[src/rtl/conv_pkg.sv]
`default_nettype none
// ============================================================================
// Module      : conv_pkg
// Description : Shared constants and helpers for the streaming 3x3 convolver.
// Revision    : 1.0 - initial release
// ============================================================================
package conv_pkg;

    localparam int C_NUM_COEF         = 9;
    localparam int C_COEF_IDX_W       = 4;
    localparam int C_IDX_TOP_LEFT     = 0;
    localparam int C_IDX_CENTER       = 4;
    localparam int C_IDX_BOTTOM_RIGHT = 8;

    // Vertical edge filter {1,0,-1} per row; 2-bit signed fields, index 0 at LSB.
    localparam logic [2*C_NUM_COEF-1:0] C_DEFAULT_KERNEL = {
        2'b11, 2'b00, 2'b01,
        2'b11, 2'b00, 2'b01,
        2'b11, 2'b00, 2'b01
    };

    function automatic int default_coef(input int idx);
        logic signed [1:0] v;
        v = C_DEFAULT_KERNEL[idx*2 +: 2];
        return int'(v);
    endfunction

    // Nine products of (PIX_W+1)x(COEF_W) signed need 4 extra bits of growth.
    function automatic int acc_width(input int pix_w, input int coef_w);
        return pix_w + coef_w + 5;
    endfunction

endpackage
`default_nettype wire

[src/rtl/line_buffer.sv]
`default_nettype none
// ============================================================================
// Module      : line_buffer
// Description : One-row circular delay line; output is the sample written
//               DEPTH enables ago, replaced by the new sample on enable.
// Revision    : 1.0 - initial release
// ============================================================================
module line_buffer #(
    parameter int DEPTH = 28,
    parameter int WIDTH = 8
) (
    input  logic             clk,
    input  logic             rst,
    input  logic             i_en,
    input  logic [WIDTH-1:0] i_din,
    output logic [WIDTH-1:0] o_dout
);

    localparam int PTR_W = (DEPTH > 1) ? $clog2(DEPTH) : 1;
    localparam logic [PTR_W-1:0] C_PTR_LAST = PTR_W'(DEPTH - 1);

    logic [WIDTH-1:0] r_mem [DEPTH];
    logic [PTR_W-1:0] r_ptr;

    assign o_dout = r_mem[r_ptr];

    always_ff @(posedge clk or posedge rst) begin
        if (rst) begin
            r_ptr <= '0;
        end else if (i_en) begin
            r_ptr <= (r_ptr == C_PTR_LAST) ? '0 : r_ptr + 1'b1;
        end
    end

    // Contents need no reset: every slot is rewritten before it is read.
    always_ff @(posedge clk) begin
        if (i_en) begin
            r_mem[r_ptr] <= i_din;
        end
    end

endmodule
`default_nettype wire

[src/rtl/conv3x3_stream.sv]
`default_nettype none
// ============================================================================
// Module      : conv3x3_stream
// Description : Streaming 3x3 valid-region convolution with runtime kernel
//               and optional ReLU over valid/ready streams.
// Revision    : 1.0 - initial release
// ============================================================================
module conv3x3_stream
    import conv_pkg::*;
#(
    parameter int IMG_W  = 28,
    parameter int IMG_H  = 28,
    parameter int PIX_W  = 8,
    parameter int COEF_W = 8
) (
    input  logic                                       clk,
    input  logic                                       rst,
    input  logic                                       s_valid,
    output logic                                       s_ready,
    input  logic [PIX_W-1:0]                           s_data,
    output logic                                       m_valid,
    input  logic                                       m_ready,
    output logic signed [acc_width(PIX_W, COEF_W)-1:0] m_data,
    output logic                                       m_last,
    input  logic                                       coef_we,
    input  logic [C_COEF_IDX_W-1:0]                    coef_idx,
    input  logic signed [COEF_W-1:0]                   coef_data,
    input  logic                                       relu_en,
    output logic                                       frame_done
);

    localparam int ACC_W  = acc_width(PIX_W, COEF_W);
    localparam int PROD_W = PIX_W + COEF_W + 1;
    localparam int COL_W  = $clog2(IMG_W);
    localparam int ROW_W  = $clog2(IMG_H);
    localparam logic [COL_W-1:0] C_COL_LAST  = COL_W'(IMG_W - 1);
    localparam logic [ROW_W-1:0] C_ROW_LAST  = ROW_W'(IMG_H - 1);
    localparam logic [COL_W-1:0] C_COL_FIRST = COL_W'(2);
    localparam logic [ROW_W-1:0] C_ROW_FIRST = ROW_W'(2);

    logic [COL_W-1:0]         r_col;
    logic [ROW_W-1:0]         r_row;
    logic signed [COEF_W-1:0] r_coef [C_NUM_COEF];
    logic [PIX_W-1:0]         r_win  [3][2];
    logic [PIX_W-1:0]         w_lb1_q;
    logic [PIX_W-1:0]         w_lb2_q;
    logic [PIX_W-1:0]         w_col  [3];
    logic [PIX_W-1:0]         w_pix  [C_NUM_COEF];
    logic signed [PROD_W-1:0] w_prod [C_NUM_COEF];
    logic signed [ACC_W-1:0]  w_sum;
    logic signed [ACC_W-1:0]  w_result;
    logic                     w_accept;
    logic                     w_compute;
    logic                     w_last_pos;

    assign s_ready    = !m_valid || m_ready;
    assign w_accept   = s_valid && s_ready;
    assign w_last_pos = (r_col == C_COL_LAST) && (r_row == C_ROW_LAST);
    assign w_compute  = w_accept && (r_col >= C_COL_FIRST) && (r_row >= C_ROW_FIRST);

    // lb1 yields the row above the incoming pixel, lb2 the row above that.
    line_buffer #(.DEPTH(IMG_W), .WIDTH(PIX_W)) u_lb1 (
        .clk    (clk),
        .rst    (rst),
        .i_en   (w_accept),
        .i_din  (s_data),
        .o_dout (w_lb1_q)
    );

    line_buffer #(.DEPTH(IMG_W), .WIDTH(PIX_W)) u_lb2 (
        .clk    (clk),
        .rst    (rst),
        .i_en   (w_accept),
        .i_din  (w_lb1_q),
        .o_dout (w_lb2_q)
    );

    // Rightmost window column is combinational so the result lands 1 cycle after accept.
    always_comb begin
        w_col[0] = w_lb2_q;
        w_col[1] = w_lb1_q;
        w_col[2] = s_data;
        for (int i = 0; i < 3; i++) begin
            w_pix[3*i]     = r_win[i][0];
            w_pix[3*i + 1] = r_win[i][1];
            w_pix[3*i + 2] = w_col[i];
        end
    end

    always_ff @(posedge clk) begin
        if (w_accept) begin
            for (int i = 0; i < 3; i++) begin
                r_win[i][0] <= r_win[i][1];
                r_win[i][1] <= w_col[i];
            end
        end
    end

    always_comb begin
        w_sum = '0;
        for (int t = 0; t < C_NUM_COEF; t++) begin
            w_prod[t] = PROD_W'($signed({1'b0, w_pix[t]})) * PROD_W'(r_coef[t]);
            w_sum     = w_sum + ACC_W'(w_prod[t]);
        end
    end

    assign w_result = (relu_en && w_sum[ACC_W-1]) ? '0 : w_sum;

    always_ff @(posedge clk or posedge rst) begin
        if (rst) begin
            for (int i = 0; i < C_NUM_COEF; i++) begin
                r_coef[i] <= COEF_W'(default_coef(i));
            end
        end else begin
            for (int i = 0; i < C_NUM_COEF; i++) begin
                if (coef_we && (coef_idx == C_COEF_IDX_W'(i))) begin
                    r_coef[i] <= coef_data;
                end
            end
        end
    end

    always_ff @(posedge clk or posedge rst) begin
        if (rst) begin
            r_col <= '0;
            r_row <= '0;
        end else if (w_accept) begin
            if (r_col == C_COL_LAST) begin
                r_col <= '0;
                r_row <= (r_row == C_ROW_LAST) ? '0 : r_row + 1'b1;
            end else begin
                r_col <= r_col + 1'b1;
            end
        end
    end

    always_ff @(posedge clk or posedge rst) begin
        if (rst) begin
            m_valid    <= 1'b0;
            m_data     <= '0;
            m_last     <= 1'b0;
            frame_done <= 1'b0;
        end else begin
            frame_done <= w_accept && w_last_pos;
            if (w_compute) begin
                m_valid <= 1'b1;
                m_data  <= w_result;
                m_last  <= w_last_pos;
            end else if (m_ready) begin
                m_valid <= 1'b0;
            end
        end
    end

endmodule
`default_nettype wire
[config.mk]
export PLATFORM = sky130hd
export DESIGN_NAME = conv3x3_stream
export DESIGN_NICKNAME = d
export VERILOG_FILES = /design/src/rtl/conv_pkg.sv /design/src/rtl/line_buffer.sv /design/src/rtl/conv3x3_stream.sv
export SDC_FILE = /design/constraint.sdc
export NUM_CORES = 2
export LEC_CHECK = 0
export CAP_MARGIN = 40
export CORE_MARGIN = 3
export CORE_UTILIZATION = 50
export DETAILED_ROUTE_END_ITERATION = 10
export PLACE_DENSITY = 0.72
export SYNTH_ARGS = -nofsm -noshare
export SYNTH_HDL_FRONTEND = slang
export SYNTH_SLANG_ARGS = --single-unit
[constraint.sdc]
create_clock -name clk -period 11.2 [get_ports clk]
set_clock_uncertainty 0.05 [all_clocks]
set_input_delay 2.24 -clock clk [delete_from_list [all_inputs] [get_ports clk]]
set_output_delay 2.24 -clock clk [all_outputs]
set_load 0.1 [all_outputs]
### Yosys cells after proc, flatten, opt, wreduce, memory -nomap -nowiden

Memories as Yosys holds them, arrays and structs flattened.
Cells that the tools add are included.

| operators by class | value |
|---|---|
| $add $sub $neg | 12 |
| multiply operators | 9 |
| order comparisons | 2 |
| equality and inequality tests | 12 |
| multiplexer cells | 9 |
| reductions and logical operators | 20 |

Operator list:

| kind | number |
|---|---|
| $mul A9 B8 Y17 | 9 |
| $add A21 B17 Y21 | 4 |
| $add A20 B17 Y21 | 1 |
| $mux W21 | 1 |
| $add A19 B17 Y20 | 1 |
| $add A5 B1 Y5 const B | 4 |
| $eq A5 B5 Y1 const B | 4 |
| $mux W5 | 4 |
| $add A18 B17 Y19 | 1 |
| $add A17 B17 Y18 | 1 |
| $eq A4 B3 Y1 const B | 4 |
| $logic_and A1 B1 Y1 | 15 |
| $ge A5 B2 Y1 const B | 2 |
| $eq A4 B2 Y1 const B | 2 |
| $eq A4 B1 Y1 const B | 1 |
| $eq A4 B4 Y1 const B | 1 |
| $logic_not A4 Y1 | 1 |
| $mux W1 | 4 |
| $reduce_and A2 Y1 | 1 |
| $reduce_bool A2 Y1 | 1 |
| $logic_not A1 Y1 | 1 |
| $logic_or A1 B1 Y1 | 1 |

| word-level totals | value |
|---|---|
| register bits | 116 |
| memory bits (writable) | 496 |
| input bits | 26 |
| output and inout port bits | 25 |
| word-level logic and storage cells | 84 |
| memories | 3 |

Memory list:

| name | depth | bits a word | rd ports | clocked after Yosys merged registers in | wr ports | RTL line | RTL |
|---|---|---|---|---|---|---|---|
| u_lb1.r_mem | 28 | 8 | 1 | 0 | 1 | line_buffer.sv:22 | `logic [WIDTH-1:0] r_mem [DEPTH];` |
| u_lb2.r_mem | 28 | 8 | 1 | 0 | 1 | line_buffer.sv:22 |  |
| r_win | 3 | 16 | 3 | 0 | 3 | conv3x3_stream.sv:44 | `logic [PIX_W-1:0] r_win [3][2];` |

### Longest topological paths before layout

An unclocked memory read counts as a cell.

| depth | value |
|---|---|
| depth after elaboration | 12 |
| depth in mapped cells | 38 |
| mapped depth without buffers | 34 |

### By module

From an unflattened synthesis, not the netlist that was laid out.

| second synthesis, totals | value |
|---|---|
| cell total of the unflattened synthesis | 3644 |
| area, all modules | 45807.7 µm² |

By module, submodules not included:

| module | times used | cells an instance | area an instance (µm²) | seq. area each (µm²) |
|---|---|---|---|---|
| conv3x3_stream | 1 | 2658 | 27582.7 | 4127.7 |
| line_buffer | 2 | 493 | 9112.5 | 6851.6 |

### Worst setup path before layout

OpenSTA, ideal clock, no wires.

| path | value |
|---|---|
| path kind | input port to flip-flop |
| start | in s_data[5] |
| end | reg m_data[17] |
| library setup time | 0.123 ns |
| arrival time | 9.465 ns |
| required time | 11.027 ns |
| setup slack | 1.562 ns |
| cell stages on the path | 26 |
| buffers on the path | 1 |
| cells stage by stage | and2_1 fa_1 inv_1 fa_1 inv_1 fa_1 fa_1 fa_1 inv_1 fa_1 fa_1 inv_1 fa_1 fa_1 inv_1 fa_1 inv_1 ha_1 a211o_1 o21ai_1 a21oi_1 a41o_1 o311ai_1 nor2_2 buf_6 a32o_1 |

| between the ends | value |
|---|---|
| longest elaborated chain between the ends | 4 |

Ends and longest elaborated chain:

| item | RTL line | RTL |
|---|---|---|
| start, declared | conv3x3_stream.sv:20 | `input logic [PIX_W-1:0] s_data,` |
| $mul A9 B8 Y17 * | conv3x3_stream.sv:102 | `w_prod[t] = PROD_W'($signed({1'b0, w_pix[t]})) * PROD_W'(r_coef[t]);` |
| $add A21 B17 Y21 * | conv3x3_stream.sv:103 | `w_sum = w_sum + ACC_W'(w_prod[t]);` |
| $logic_and A1 B1 Y1 | conv3x3_stream.sv:107 | `assign w_result = (relu_en && w_sum[ACC_W-1]) ? '0 : w_sum;` |
| $mux W21 * | conv3x3_stream.sv:107 |  |
| end signal, assigned | conv3x3_stream.sv:147 | `m_data <= w_result;` |
| end, declared | conv3x3_stream.sv:23 | `output logic signed [acc_width(PIX_W, COEF_W)-1:0] m_data,` |

Every way passes the cells marked *; elsewhere a longest branch is shown, timed or not.
A chain may end at the register's enable or synchronous reset.

### Worst setup path in the final report

| path | value |
|---|---|
| start | reg u_lb1.r_ptr[1] |
| end | reg m_data[4] |

| between the ends | value |
|---|---|
| longest elaborated chain between the ends | 8 |

Ends and longest elaborated chain:

| item | RTL line | RTL |
|---|---|---|
| start, declared | line_buffer.sv:23 | `logic [PTR_W-1:0] r_ptr;` |
| start signal, assigned | line_buffer.sv:31 | `r_ptr <= (r_ptr == C_PTR_LAST) ? '0 : r_ptr + 1'b1;` |
| $mem_v2 Z28 W8 * | - |  |
| $mul A9 B8 Y17 * | conv3x3_stream.sv:102 |  |
| $add A21 B17 Y21 * (4 in a row) | conv3x3_stream.sv:103 |  |
| $logic_and A1 B1 Y1 | conv3x3_stream.sv:107 |  |
| $mux W21 * | conv3x3_stream.sv:107 |  |

Marks and branches as above.

==> key figures <==
Synthesis
  • EDFF count, synth: 496
  • Synth area leaders: edfxtp_1, fa_1, ha_1, inv_1, mux4_2
  • Synth async-reset ratio: 18.95%
  • Synthesized area per cell: 12.91 um^2
  • Most numerous cell in the Yosys netlist: inv_1
  • Net Count, Synth: 4406
  • Post-synthesis sequential area ratio: 39.46%
  • Synth cell count leaders: inv_1, fa_1, edfxtp_1
  • Cell variety after synth: 63
  • Share of the synthesized area in the top cell type: 32.97%
  • Seq cells post-synth: 612
  • Synth Warn #: 0
  • Cell area after synthesis: 45180 um^2
  • Top_reg_cell synth: edfxtp_1
  • Synth area leader: edfxtp_1
  • Synth Instances: 3500

Flow run
  • Max Cap Violations: 0

Drt
  • Vias per cell: 5.460
  • Drc violations: 0
  • DRT Wirelength: 109.7 mm
  • Via count: 26550
  • Final ANT Viol Nets: 0
  • WL/cell: 22.56 um
  • Drt first-iter violations: 2002
  • DRT Pass-1 Iters: 5

Finish
  • Multi-input gate area: 24160 um^2
  • Fillers: 7136
  • Nets@finish: 4547
  • Ratio of cells with drive above 1 in the final layout: 12.47%
  • Fin area: 50320 um^2
  • Reg area: 17840 um^2
  • Layout area overhead: 11.36%

Clock network
  • CTS resizes: 0
  • Post-CTS setup buffers: 0
  • Worst skew pair latency: 0.65 ns
  • # hold bufs at CTS: 0
  • TritonCTS clock tree: built
  • Clock buffer depth: 3
  • Reg clk slew, reported paths: 0.06 ns
  • Clock sinks: 612
  • Depth of the CTS H-tree: 3
  • CTS root buffer: clkbuf_16
  • TritonCTS Buffers: 71

Timing
  • RSZ-0062 raised after global routing: false
  • Fmax: 93.48 MHz
  • Hold Slack: 0.4397 ns
  • Final setup margin: 0.5027 ns
  • Worst-margin pin slew: 0.8857 ns
  • Slew HR: 40.77%
  • # setup viols final: 0
  • Post-route setup TNS: 0 ns
  • Final Slew Violations: 0
  • Post-route clock period utilization: 95.51%
  • Tmin final: 10.70 ns
  • Hold Vio Cnt, Final: 0

Die
  • Die width: 306.6 um
  • Core area: 89060 um^2
  • Die H: 306.6 um
  • Row count: 109
  • Starting Density: 50.73%
  • Ports: 51
  • Die area: 94010 um^2

Global routing
  • GRT Util Overall: 24.43%
  • First-pass GRT wire length: 172.6 mm
  • Initial antenna violation count: 4
  • Largest net degree at the start of global routing: 58
  • Global route total overflow: 0
  • Vias in the first global route: 28700

Critical path
  • CP max stage delay: 0.86 ns
  • Reg2reg start: u_lb1.r_ptr[1]$_DFFE_PP0P_
  • Worst EP arrival: 11.22 ns
  • CP Class: flop to flop
  • Crit path max fanout: 30
  • Worst setup SP type: flop
  • Most common cell on crit path: fa_1
  • Capturing element type of the critical path: flop
  • Crit path launch: u_lb1.r_ptr[1]$_DFFE_PP0P_
  • Slowest cell on crit path: dfrtp_2
  • Worst EP required: 11.72 ns

Status
  • Status: finished clean

Placement
  • I/O Buffers: 50
  • Placed inst area: 47970 um^2
  • RD Place Congestion: 0.9403
  • DP Worst Slack: 0.2465 ns
  • Hpwl dp: 84.61 mm

Worst hold path
  • Hold WC Path Type: flop to flop
  • HP Start: m_last$_DFFE_PP0P_
sequential cells by signal, indices dropped and copies added (netlist names):
name         flops
m_last           1
u_lb1.r_ptr      5
frame_done       1
r_col            5
m_valid          1
m_data          21
r_coef          72
u_lb1.r_mem    224
r_row            5
u_lb2.r_mem    224
u_lb2.r_ptr      5
r_win           48
through the flow:
step	utilization [%]	std cells
after CTS	56.49	4861
after detailed placement	53.87	4733
after global placement	53.12	4692
after floorplan	-	3500
after global routing	56.49	4861
final	56.50	4863
per-layer routing:
layer  share of wire (%)  wire length [um]  vias to the layer above  track usage (%)
met5                   0                 0                        -                0
met4                 3.5              3837                        0            8.169
met3                 7.1              7777                      196            4.229
met2                  48             52440                      957            39.69
met1                  42             45660                    13800            33.79
li1                    -                 -                    11600                -
final cells by class:
type / instances / area share (%)
clock inverter: 41 / 0.8728
antenna: 2 / 0.009947
timing repair buffer: 157 / 3.382
tap: 1165 / 2.897
clock buffer: 87 / 3.775
inverter: 749 / 5.597
sequential: 612 / 35.46
multi-input combinational: 2050 / 48.01
placed cells by master (no fill, tap or decap), types with 73 or more instances in the layout:
cell and instances:
inv_1 743, fa_1 573, edfxtp_1 496, ha_1 307
nand2_1 301, and2_1 254, mux4_2 114, nor2_1 108
dfrtp_1 85, mux2_2 73, clkbuf_16 73
worst max-delay path, delay by kind of cell, from the launching register on:
family	cells	cell delay [ns]
adders and majority gates	11	5.44
AOI/OAI and AO/OA	8	1.82
buffers and inverters	8	1.31
DFF	1	0.86
and+or+nand+nor	3	0.80
muxes	2	0.34
path summary, 6_finish.rpt:
kind	slack, ns	depth (start not counted)	endpoint
worst max-delay path	0.50	32	m_data[4]$_DFFE_PP0P_
worst max register to register	0.50	32	m_data[4]$_DFFE_PP0P_
worst min register to register	0.44	1	m_last$_DFFE_PP0P_
max in group asynchronous	8.02	4	r_coef[48]$_DFFE_PP1P_
worst min-delay path	0.44	1	m_last$_DFFE_PP0P_
min in group asynchronous	2.03	2	r_col[1]$_DFFE_PP0P_
cells by family (layout without fill, tap and decap cells):
kind of cell	Yosys count	count (layout)	synth area share [%]
other	0	2	0
XOR/XNOR	24	24	0.4652
buffers and inverters	838	1034	7.100
AO/OA/AOI/OAI	139	139	2.210
flip-flops	612	612	39.46
AND/OR/NAND/NOR	787	787	8.637
multiplexers	220	220	8.233
adder cells (fa/ha/maj)	880	880	33.89
Power is not shown: default switching activity piles up to over one toggle a cycle in this logic, so the estimate is an artifact.
